===== config.mk =====
export PLATFORM = sky130hd
export DESIGN_NAME = dmem_arbiter
export DESIGN_NICKNAME = d
export VERILOG_FILES = /design/src/rtl/dmem_arbiter.sv
export SDC_FILE = /design/constraint.sdc
export NUM_CORES = 1
export LEC_CHECK = 0
export ABC_AREA = 1
export CAP_MARGIN = 20
export CORE_MARGIN = 2
export CORE_UTILIZATION = 34
export DETAILED_ROUTE_END_ITERATION = 10
export PLACE_DENSITY = 0.76
export SLEW_MARGIN = 20
export SYNTH_ARGS = -nofsm -noshare
export SYNTH_HDL_FRONTEND = slang
export SYNTH_SLANG_ARGS = --single-unit

===== constraint.sdc =====
create_clock -name CLK -period 1.15 [get_ports CLK]
set_input_delay 0.23 -clock CLK [delete_from_list [all_inputs] [get_ports CLK]]
set_output_delay 0.23 -clock CLK [all_outputs]
set_load 0.1 [all_outputs]

===== src/rtl/dmem_arbiter.sv =====
// -----------------------------------------------------------------------------
// dmem_arbiter
//
// Two-requester arbiter in front of a single-port data memory. At most one
// transaction is in flight. A request is accepted in IDLE, and its address,
// write enable and write data are registered at that point. The memory is
// driven for exactly one ACCESS cycle. A read then returns its data in a
// one-cycle RESP phase. When both requesters ask in the same cycle, the one
// that did not win last time is granted.
//
// Ports
//   CLK     : clock, all state changes on the rising edge
//   RST     : synchronous active-high reset
//   REQ     : per-requester request (bit i = requester i)
//   WE      : per-requester write enable, sampled together with REQ
//   A       : requester addresses, requester i at [AW*i +: AW]
//   WD      : requester write data, requester i at [DW*i +: DW]
//   GNT     : one-hot acceptance pulse (combinational in the accepting cycle)
//   RVALID  : one-hot read-data-valid pulse
//   RD      : registered read data, held between responses
//   MEM_A   : memory address (captured address, held outside ACCESS)
//   MEM_WE  : memory write enable, high only in a write ACCESS cycle
//   MEM_WD  : memory write data (captured data, held outside ACCESS)
//   MEM_RD  : combinational memory read data for MEM_A
// -----------------------------------------------------------------------------
module dmem_arbiter #(
  parameter int AW = 6,
  parameter int DW = 32
) (
  input  logic            CLK,
  input  logic            RST,
  input  logic [1:0]      REQ,
  input  logic [1:0]      WE,
  input  logic [2*AW-1:0] A,
  input  logic [2*DW-1:0] WD,
  output logic [1:0]      GNT,
  output logic [1:0]      RVALID,
  output logic [DW-1:0]   RD,
  output logic [AW-1:0]   MEM_A,
  output logic            MEM_WE,
  output logic [DW-1:0]   MEM_WD,
  input  logic [DW-1:0]   MEM_RD
);

  typedef enum logic [1:0] {
    IDLE   = 2'd0,
    ACCESS = 2'd1,
    RESP   = 2'd2
  } state_e;

  state_e          state_q, state_d;
  logic            last_q,  last_d;
  logic            owner_q, owner_d;
  logic [AW-1:0]   addr_q,  addr_d;
  logic [DW-1:0]   wd_q,    wd_d;
  logic            we_q,    we_d;
  logic [DW-1:0]   rd_q,    rd_d;

  logic            winner;

  // Pick the requester to serve. A lone request always wins. On a tie, the
  // requester that was not granted last time wins, so both requesters
  // alternate under continuous contention.
  always_comb begin
    winner = 1'b0;
    case (REQ)
      2'b10:   winner = 1'b1;
      2'b11:   winner = ~last_q;
      default: winner = 1'b0;
    endcase
  end

  // Next-state and output logic. Reset forces the handshake and write-enable
  // outputs low whatever state the FSM was in. This keeps a reset during
  // ACCESS from committing a write or producing a late read response.
  always_comb begin
    state_d = state_q;
    last_d  = last_q;
    owner_d = owner_q;
    addr_d  = addr_q;
    wd_d    = wd_q;
    we_d    = we_q;
    rd_d    = rd_q;
    GNT     = 2'b00;
    RVALID  = 2'b00;
    MEM_WE  = 1'b0;

    case (state_q)
      IDLE: begin
        if (REQ != 2'b00) begin
          GNT     = winner ? 2'b10 : 2'b01;
          last_d  = winner;
          owner_d = winner;
          addr_d  = winner ? A[2*AW-1:AW] : A[AW-1:0];
          wd_d    = winner ? WD[2*DW-1:DW] : WD[DW-1:0];
          we_d    = winner ? WE[1] : WE[0];
          state_d = ACCESS;
        end
      end
      ACCESS: begin
        MEM_WE = we_q;
        if (we_q) begin
          state_d = IDLE;
        end else begin
          rd_d    = MEM_RD;
          state_d = RESP;
        end
      end
      RESP: begin
        RVALID  = owner_q ? 2'b10 : 2'b01;
        state_d = IDLE;
      end
      default: state_d = IDLE;
    endcase

    if (RST) begin
      GNT    = 2'b00;
      RVALID = 2'b00;
      MEM_WE = 1'b0;
    end
  end

  // State and capture registers. After reset, last points at requester 1, so
  // the first contended request goes to requester 0.
  always_ff @(posedge CLK) begin
    if (RST) begin
      state_q <= IDLE;
      last_q  <= 1'b1;
      owner_q <= 1'b0;
      addr_q  <= '0;
      wd_q    <= '0;
      we_q    <= 1'b0;
      rd_q    <= '0;
    end else begin
      state_q <= state_d;
      last_q  <= last_d;
      owner_q <= owner_d;
      addr_q  <= addr_d;
      wd_q    <= wd_d;
      we_q    <= we_d;
      rd_q    <= rd_d;
    end
  end

  assign MEM_A  = addr_q;
  assign MEM_WD = wd_q;
  assign RD     = rd_q;

endmodule


# Word level (Yosys, flattened, before mapping)
# Cells that the tools add are included.
[word_totals]
input_bits = 114
rom_bits = 0
latchBits = 0
ram_bits = 0
wordCells = 34
reg_bits = 75
n_memories = 0
out_inout_bits = 75
[op_classes]
n_mul = 0
div_mod_pow = 0
n_lt_le_gt_ge = 0
n_eq_ne = 5
shifts = 0
bitwise_logic = 2
n_reduce_logical = 4
muxes = 16
add_sub_neg = 0
[op_table]
columns = ["cell", "count"]
rows = [
  ["$mux 32", 1],
  ["$mux 2", 9],
  ["$eq 2x2->1 const B", 3],
  ["$mux 6", 1],
  ["$pmux 2 s2", 1],
  ["$reduce_and 2->1", 2],
  ["$mux 1", 3],
  ["$eq 2x1->1 const B", 1],
  ["$logic_not 2->1", 1],
  ["$ne 2x2->1 const B", 1],
  ["$not 1->1", 2],
  ["$pmux 1 s2", 1],
  ["$reduce_bool 2->1", 1],
]

# Depth between registers and ports, before layout
# Gate-level depths: netlist (run 1).
[depth]
depth_word = 6
depth_mapped = 8
depth_no_buf = 7

# Least setup slack after synthesis (run 1)
# OpenSTA, ideal clock, no wires.
[synth_path]
path_type = "flip-flop to output port"
start = "register state_q[1]"
end = "output MEM_WE"
arrival_time_ns = 3.270
path_buffers = 0
path_stages_with_launch = 2
t_required_ns = 0.920
setup_slack_ns = -2.350
path_cell_list = "dfxtp_1 > nor4_1"
[synth_between]
elab_chain_len = 3
[synth_rtl]
columns = ["item", "line_no", "rtl"]
rows = [
  ["start: declaration", "51", "state_e state_q, state_d;"],
  ["start signal: assignment", "135", "state_q <= state_d;"],
  ["$eq 2x1->1", "88", "case (state_q)"],
  ["$mux 1", "88", ""],
  ["$mux 1", "116", "if (RST) begin"],
  ["end: declaration", "40", "output logic MEM_WE,"],
]
# No other way between the ends.

# Final worst setup path (run 1)
# Ends and elaborated chain as after synthesis.

==> results.rst, run 1 <==
.. list-table::
   :header-rows: 1

   * - Metric
     - Value
   * - Run status
     - finished, violations left
   * - Violations in the final reports
     - setup timing
   * - Worst Path Class, Setup
     - reg2out
   * - Critical Path End Type
     - primary output
   * - CP cell instances
     - buf_6 > nor4_4 > buf_12
   * - Global route overflow
     - 0
   * - Count of fill cells added during filler insertion
     - 562
   * - Startpoint type of the worst setup path
     - flip-flop
   * - Mapped Cells
     - 477
   * - Clock latency reported for the late side of the worst-skew pair
     - 0.35 ns
   * - Kind of path behind the tightest hold check
     - reg2reg
   * - Routability congestion estimate
     - 0.810
   * - Worst-case clock buffer depth
     - 2
   * - F_max
     - 0.627 GHz
   * - Global-route wire length before repair
     - between 15000 and 20000 um
   * - Die area
     - a little over 0.01 mm^2
   * - Remaining antenna violation count after routing
     - 0
   * - Detailed Place HPWL
     - 8380 um
   * - First-pass iteration count of the detailed router
     - 4
   * - Syn avg cell area
     - roughly 6.8 um^2
   * - Slew @ Worst Pin
     - 0.318 ns
   * - Top library cells by usage in the layout, fill and taps aside
     - sky130_fd_sc_hd__clkdlybuf4s50_1 (110), sky130_fd_sc_hd__nand2_1 (90), sky130_fd_sc_hd__buf_12 (85), sky130_fd_sc_hd__dfxtp_2 (68), sky130_fd_sc_hd__nor2_1 (66)
   * - IO Count
     - 189
   * - Peak supply drop
     - between 0.9 and 1 mV
   * - Flop2flop setup slack
     - -0.32 ns
   * - Logic depth of the worst setup path including buffers
     - 3
   * - Power Total
     - between 0.01 and 0.015 W
   * - Slowest cell delay on critical path
     - approximately 0.37 ns
   * - Crit path buf inv count
     - 2
   * - Routed wire length
     - roughly 13000 um
   * - Worst reg2reg path startpoint
     - state_q[1]
   * - Root buffer selected by CTS
     - sky130_fd_sc_hd__clkbuf_8
   * - Distinct cell type count after synthesis
     - 18
   * - Number of CTS-inserted buffers
     - 9
   * - Final worst-path cycle share
     - 139%
   * - FF+latch count, synth
     - 75
   * - Detailed router's first-iteration violation count
     - approximately 110
   * - Number of sinks handled by clock tree synthesis
     - 75
   * - Global-route usage over all layers
     - between 20% and 30%
   * - Initial core utilization
     - a little over a third
   * - Max_cap viols
     - 0
   * - Post-Synthesis Net Count
     - approximately 600
   * - Routed via count
     - around 4000
   * - Number of hold-slack violations in the final timing report
     - 0
   * - Die X
     - 101 um
   * - Static leakage power
     - 3.06 nW
   * - Cell depth of the worst hold path
     - 2
   * - Final setup violation count
     - 77
   * - Top fanout value on the critical path
     - 3
   * - WHS Endpoint
     - RD[11]
   * - CP max-delay cell
     - sky130_fd_sc_hd__dfxtp_4
   * - Pin count of the biggest net entering global routing
     - 45
   * - Number of pins with negative max-slew slack in the final report
     - 0
   * - Synthesis Warnings
     - 0
   * - Post-route DRC
     - 0
   * - Worst hold-check slack
     - 0.478 ns
   * - Routed via count divided by cell count
     - approximately 4.7
   * - Endpoint of the most critical register-to-register path
     - RD[14]
   * - Number of global-route vias before repair
     - 4118
   * - Antenna violations before repair
     - 1
   * - Data required, critical path
     - 0.92 ns
   * - Syn Std Cell Area
     - 0.00322 mm^2
   * - Sequential fraction of the synthesis area
     - 46.6%
   * - Synthesis-to-layout area growth
     - 129%
   * - Floorplan row count
     - 35
   * - Power density of the placed cells
     - 1500 mW/mm^2
   * - Headroom to the max-slew limit
     - 78.8%
   * - Unrepaired setup endpoints after global routing
     - yes
   * - Worst clock skew
     - roughly 0.015 ns
   * - Layout Nets
     - between 800 and 900
   * - Most frequent standard cell in the layout excluding fill and tap cells
     - sky130_fd_sc_hd__clkdlybuf4s50_1
   * - Max H-tree Level
     - 3
   * - Kind of cell with the highest combined delay on the critical path
     - flip-flops
   * - Detail-routed net length per standard cell
     - between 15 and 20 um
   * - Worst endpoint data arrival time
     - 1.36 ns
   * - Launch instance of the worst min-delay path
     - RD[11]
   * - Clock transition at the registers of the reported paths
     - around 0.090 ns
   * - Quantity of I/O buffers inserted on ports
     - 188
   * - Floorplan Core Area
     - 0.00924 mm^2
   * - Depth of the most critical reg-to-reg path
     - 7
   * - Chip Height
     - 101 um
   * - DP Worst Slack
     - -0.555 ns
   * - Clock tree from TritonCTS
     - yes
   * - Share of cells above drive strength 1
     - 43.7%
   * - Final critical-path setup slack
     - -0.445 ns
   * - Final worst path period need
     - 1.59 ns
[routing by layer]
metal / wire (um) / GRT usage [%]
met1: 4950 / 25.4
met2: 6850 / 43.6
met3: 780 / 6.49
met4: 450 / 13.0
met5: 0 / 0
[timing repair]
action                                  4_1_cts  5_1_grt
setup buffers                                10        5
gates cloned                                  7        4
hold buffers                                  0        0
endpoints found under the setup margin       78       86
resized for setup                           107       54
pin swaps                                     9       22
[cells in the mapped netlist, drive strengths merged]
library cell,count,share of area [%]
clkbuf,14,1.7
nor4,2,0.39
nand2,99,12
o21ai,55,8.5
nand4,4,0.78
inv,62,7.2
a21oi,46,7.1
dfxtp,75,47
buf,17,2.9
nor2,74,8.7
nand3,28,4.3
nor3,1,0.16
[worst max path at each step]
stage | slack (ns) | to | from
after floorplan | -0.58 | RVALID[0] | state_q[1]
after global placement | -0.53 | GNT[1] | REQ[1]
after detailed placement | -0.55 | MEM_WD[22] | REQ[1]
after CTS | -0.49 | GNT[1] | state_q[1]
after global routing | -0.51 | RVALID[0] | state_q[0]
final | -0.44 | MEM_WE | state_q[1]
[power by group]
group	switching, W	internal (W)
Clock	0.00103	0.00158
Sequential	0.000306	0.00294
Combinational	0.00309	0.00213
[worst register-to-register path: stages (launching register included)]
cell,delay [ns]
sky130_fd_sc_hd__dfxtp_4,0.37
sky130_fd_sc_hd__buf_4,0.15
sky130_fd_sc_hd__inv_4,0.06
sky130_fd_sc_hd__buf_4,0.11
sky130_fd_sc_hd__nand3_4,0.17
sky130_fd_sc_hd__buf_12,0.21
sky130_fd_sc_hd__buf_16,0.14
sky130_fd_sc_hd__a21oi_2,0.18
[kinds of logic after synthesis]
group | after synthesis | share of synthesized area, %
buffers and inverters | 93 | 11.8
AO/OA/AOI/OAI | 101 | 15.7
AND/OR/NAND/NOR | 208 | 26.0
flip-flops | 75 | 46.6
[metrics by stage]
| step | instance area (um^2) | TNS, ns | utilization [%] | std cells |
|---|---|---|---|---|
| floorplan | 3420 | -2.09 | - | 477 |
| global placement | 6320 | -29.38 | 68.4 | 788 |
| detailed placement | 6320 | -32.20 | 68.4 | 788 |
| CTS | 7100 | -13.74 | 76.9 | 821 |
| global route | 7380 | -24.51 | 79.9 | 828 |
| finish | 7380 | -20.17 | 79.9 | 828 |
[final cells by class]
class                      count  area (um^2)  area share [%]
inverter                      62          238            3.22
tap                          129          161            2.19
clock buffer                  11          153            2.07
timing repair buffer         236         3330            45.0
antenna                        1         2.50          0.0339
clock inverter                 5          106            1.44
sequential                    75         1610            21.7
multi-input combinational    309         1790            24.3
[state kept, by name (all words and copies together) (netlist names)]
register / count
state_q: 2
MEM_A: 6
MEM_WD: 32
last_q: 1
we_q: 1
owner_q: 1
RD: 32
(Power assumes the default switching activity.)
==> run 2, diff against run 1 <==
- SETUP_SLACK_MARGIN: default -> 0.15
- TNS_END_PERCENT: default -> 5
==> run 2 against run 1 <==
Compared with the run above: the run still ends with setup timing left; power decreased by 9.0%; cell count is 2.1% lower; clock-buffer cell count up 1; non-clock buffer count fell by 16; clock skew fell by 0.0078 ns; clock power down 20%; combinational power down 9.2%; die area unchanged; critical endpoint unchanged; largest power group unchanged; highest routed layer unchanged.
==> results.rst, run 2 (synthesized netlist as in run 1, its figures left out) <==
.. list-table::
   :header-rows: 1

   * - Metric
     - Value
   * - Run status
     - finished, violations left
   * - Violations in the final reports
     - setup timing
   * - Die area
     - 0.0103 mm^2 (unchanged)
   * - Final Instance Count excl. Fillers
     - 811 (-2.1%)
   * - Endpoint of the most critical register-to-register path
     - MEM_WD[22]
   * - Total Negative Setup Slacks
     - -7.74 ns (+12.43 ns)
   * - Global route overflow
     - 0 (unchanged)
   * - Count of fill cells added during filler insertion
     - 642 (+14%)
   * - Static leakage power
     - 2.85 nW (-6.9%)
   * - Power Total
     - 0.0101 W (-9.0%)
   * - Power density of the placed cells
     - 1500 mW/mm^2 (-0.34%)
   * - Final critical-path setup slack
     - -0.476 ns (-0.0309 ns)
   * - Die X
     - 101 um (unchanged)
   * - Floorplan row count
     - 35 (unchanged)
   * - Final setup violation count
     - 45 (-42%)
   * - Routed wire length
     - 11500 um (-12%)
   * - Worst-case clock buffer depth
     - 2 (unchanged)
   * - CP max-delay cell
     - sky130_fd_sc_hd__dfxtp_4
   * - Global-route wire length before repair
     - 17500 um (-10%)
   * - Data required, critical path
     - 0.92 ns (about the same)
   * - Peak supply drop
     - 1.01 mV (+5.8%)
   * - Slowest cell delay on critical path
     - 0.38 ns (about the same)
   * - Clock latency reported for the late side of the worst-skew pair
     - 0.35 ns (about the same)
   * - Top fanout value on the critical path
     - 3 (unchanged)
   * - Detail-routed net length per standard cell
     - 14.2 um (-9.8%)
   * - Kind of cell with the highest combined delay on the critical path
     - flip-flops
   * - Number of global-route vias before repair
     - 3695 (-10%)
   * - Routability congestion estimate
     - 0.791 (-2.3%)
   * - Unrepaired setup endpoints after global routing
     - yes
   * - Number of sinks handled by clock tree synthesis
     - 75 (unchanged)
   * - Antenna violations before repair
     - 0 (-1)
   * - Kind of path behind the tightest hold check
     - in2reg
   * - Most frequent standard cell in the layout excluding fill and tap cells
     - sky130_fd_sc_hd__clkdlybuf4s50_1
   * - Worst reg2reg path startpoint
     - state_q[1]
   * - Max H-tree Level
     - 3 (unchanged)
   * - CP cell instances
     - buf_12 > nor4_4 > buf_12
   * - Logic depth of the worst setup path including buffers
     - 3 (unchanged)
   * - Global-route usage over all layers
     - 21.8% (-2.3 points)
   * - Final worst path period need
     - 1.63 ns (+0.0309 ns)
   * - Number of hold-slack violations in the final timing report
     - 0 (unchanged)
   * - Headroom to the max-slew limit
     - 81.5% (+2.7 points)
   * - Worst endpoint data arrival time
     - 1.40 ns (+0.04 ns)
   * - First-pass iteration count of the detailed router
     - 4 (unchanged)
   * - Cell depth of the worst hold path
     - 3 (+1)
   * - Number of CTS-inserted buffers
     - 9 (unchanged)
   * - Inst Count DP
     - 788 (unchanged)
   * - Root buffer selected by CTS
     - sky130_fd_sc_hd__clkbuf_8
   * - IO Count
     - 189 (unchanged)
   * - Critical Path End Type
     - primary output
   * - Pin count of the biggest net entering global routing
     - 63 (+40%)
   * - Worst Path Class, Setup
     - reg2out
   * - Clock transition at the registers of the reported paths
     - 0.07 ns (-0.02 ns)
   * - Routed via count divided by cell count
     - 4.54 (-4.0%)
   * - F_max
     - 0.615 GHz (-1.9%)
   * - Crit path buf inv count
     - 2 (unchanged)
   * - Worst clock skew
     - 0.00745 ns (-0.00785 ns)
   * - Final worst-path cycle share
     - 141% (+2.7 points)
   * - Remaining antenna violation count after routing
     - 0 (unchanged)
   * - Startpoint type of the worst setup path
     - flip-flop
   * - Routed via count
     - 3683 (-6.0%)
   * - Post-route DRC
     - 0 (unchanged)
   * - Depth of the most critical reg-to-reg path
     - 8 (+1)
   * - Floorplan Core Area
     - 0.00924 mm^2 (unchanged)
   * - WHS Endpoint
     - state_q[0]
   * - Synthesis-to-layout area growth
     - 109%
   * - Clock tree from TritonCTS
     - yes
   * - Quantity of I/O buffers inserted on ports
     - 188 (unchanged)
   * - Top library cells by usage in the layout, fill and taps aside
     - sky130_fd_sc_hd__clkdlybuf4s50_1 (110), sky130_fd_sc_hd__nand2_1 (95), sky130_fd_sc_hd__buf_12 (84), sky130_fd_sc_hd__dfxtp_2 (67), sky130_fd_sc_hd__nor2_1 (67)
   * - Detailed Place HPWL
     - 8600 um (+2.6%)
   * - Layout Nets
     - 791 (-2.0%)
   * - Number of pins with negative max-slew slack in the final report
     - 0 (unchanged)
   * - Slew @ Worst Pin
     - 0.276 ns (-0.0427 ns)
   * - Max_cap viols
     - 0 (unchanged)
   * - Chip Height
     - 101 um (unchanged)
   * - Number of diodes added for antenna fixing
     - 0 (-1)
   * - Launch instance of the worst min-delay path
     - RST
   * - Detailed router's first-iteration violation count
     - 120 (+11%)
   * - Initial core utilization
     - 34.9% (unchanged)
   * - Crit-path most repeated cell
     - sky130_fd_sc_hd__buf_12
   * - Share of cells above drive strength 1
     - 33.1% (-11 points)
   * - Flop2flop setup slack
     - -0.20 ns (+0.12 ns)
==> run 2: cell count changes in the layout (fill, tap and decap cells not counted), sizes merged <==
cell | previous run | this run
diode | 1 | 0
clkinvlp | 1 | 0
buf | 119 | 106
clkbuf | 15 | 13
bufinv | 3 | 1
clkinv | 0 | 3
inv | 63 | 62
==> run 2: worst reg2reg max path: stages, from the launching register on <==
cell and delay, ns:
sky130_fd_sc_hd__dfxtp_4 0.38, sky130_fd_sc_hd__nor2_4 0.15, sky130_fd_sc_hd__inv_4 0.07, sky130_fd_sc_hd__nor2_4 0.14
sky130_fd_sc_hd__buf_12 0.15, sky130_fd_sc_hd__buf_12 0.16, sky130_fd_sc_hd__nand2_1 0.07, sky130_fd_sc_hd__nor2_1 0.10
sky130_fd_sc_hd__nor2_1 0.05
==> run 2: layout make-up <==
type / count / area (um^2) / area share, %
inverter: 62 / 243 / 3.60
clock inverter: 4 / 48.8 / 0.724
clock buffer: 12 / 155 / 2.30
tap: 129 / 161 / 2.39
sequential: 75 / 1610 / 23.9
timing repair buffer: 220 / 3040 / 45.1
multi-input combinational: 309 / 1480 / 22.0
==> run 2: metrics by stage <==
step	cell area (um^2)	hold slack [ns]	setup WS [ns]	utilization, %
finish	6740	0.447	-0.476	72.9
global route	6740	0.454	-0.518	72.9
CTS	6610	0.416	-0.499	71.6
detailed placement	6240	0.470	-0.566	67.6
global placement	6240	0.461	-0.510	67.6
floorplan	3340	0.388	-0.580	-
==> run 2: how the worst max path moves through the flow <==
stage | start | slack [ns] | end
after detailed placement | REQ[1] | -0.57 | MEM_WD[16]
after global routing | state_q[1] | -0.52 | MEM_WE
after CTS | state_q[1] | -0.50 | MEM_WE
final | state_q[1] | -0.48 | MEM_WE
after global placement | REQ[1] | -0.51 | GNT[1]
after floorplan | state_q[1] | -0.58 | RVALID[0]
==> run 2: routing by layer <==
layer	wire length [um]	track usage, %	up-vias
met3	740	6.76	22
met2	6170	41.0	114
met4	245	8.42	0
met5	0	0	-
met1	4360	22.4	1655
li1	-	-	1892
==> run 2: timing repair <==
item                       4_1_cts  5_1_grt
gates resized for setup         85       58
setup endpoints to repair      150      150
gates cloned                     1        1
buffers inserted                 3        2
hold endpoints to repair         0        0
hold buffers                     0        0
pin swaps                        4       12
==> run 2: where the power goes <==
group          total, W  internal (W)  leakage (nW)  switching (W)
combinational   0.00474       0.00187          2.10        0.00287
sequential      0.00324       0.00294         0.646       0.000300
clock           0.00210       0.00112         0.106       0.000984
total            0.0101       0.00593          2.85        0.00415
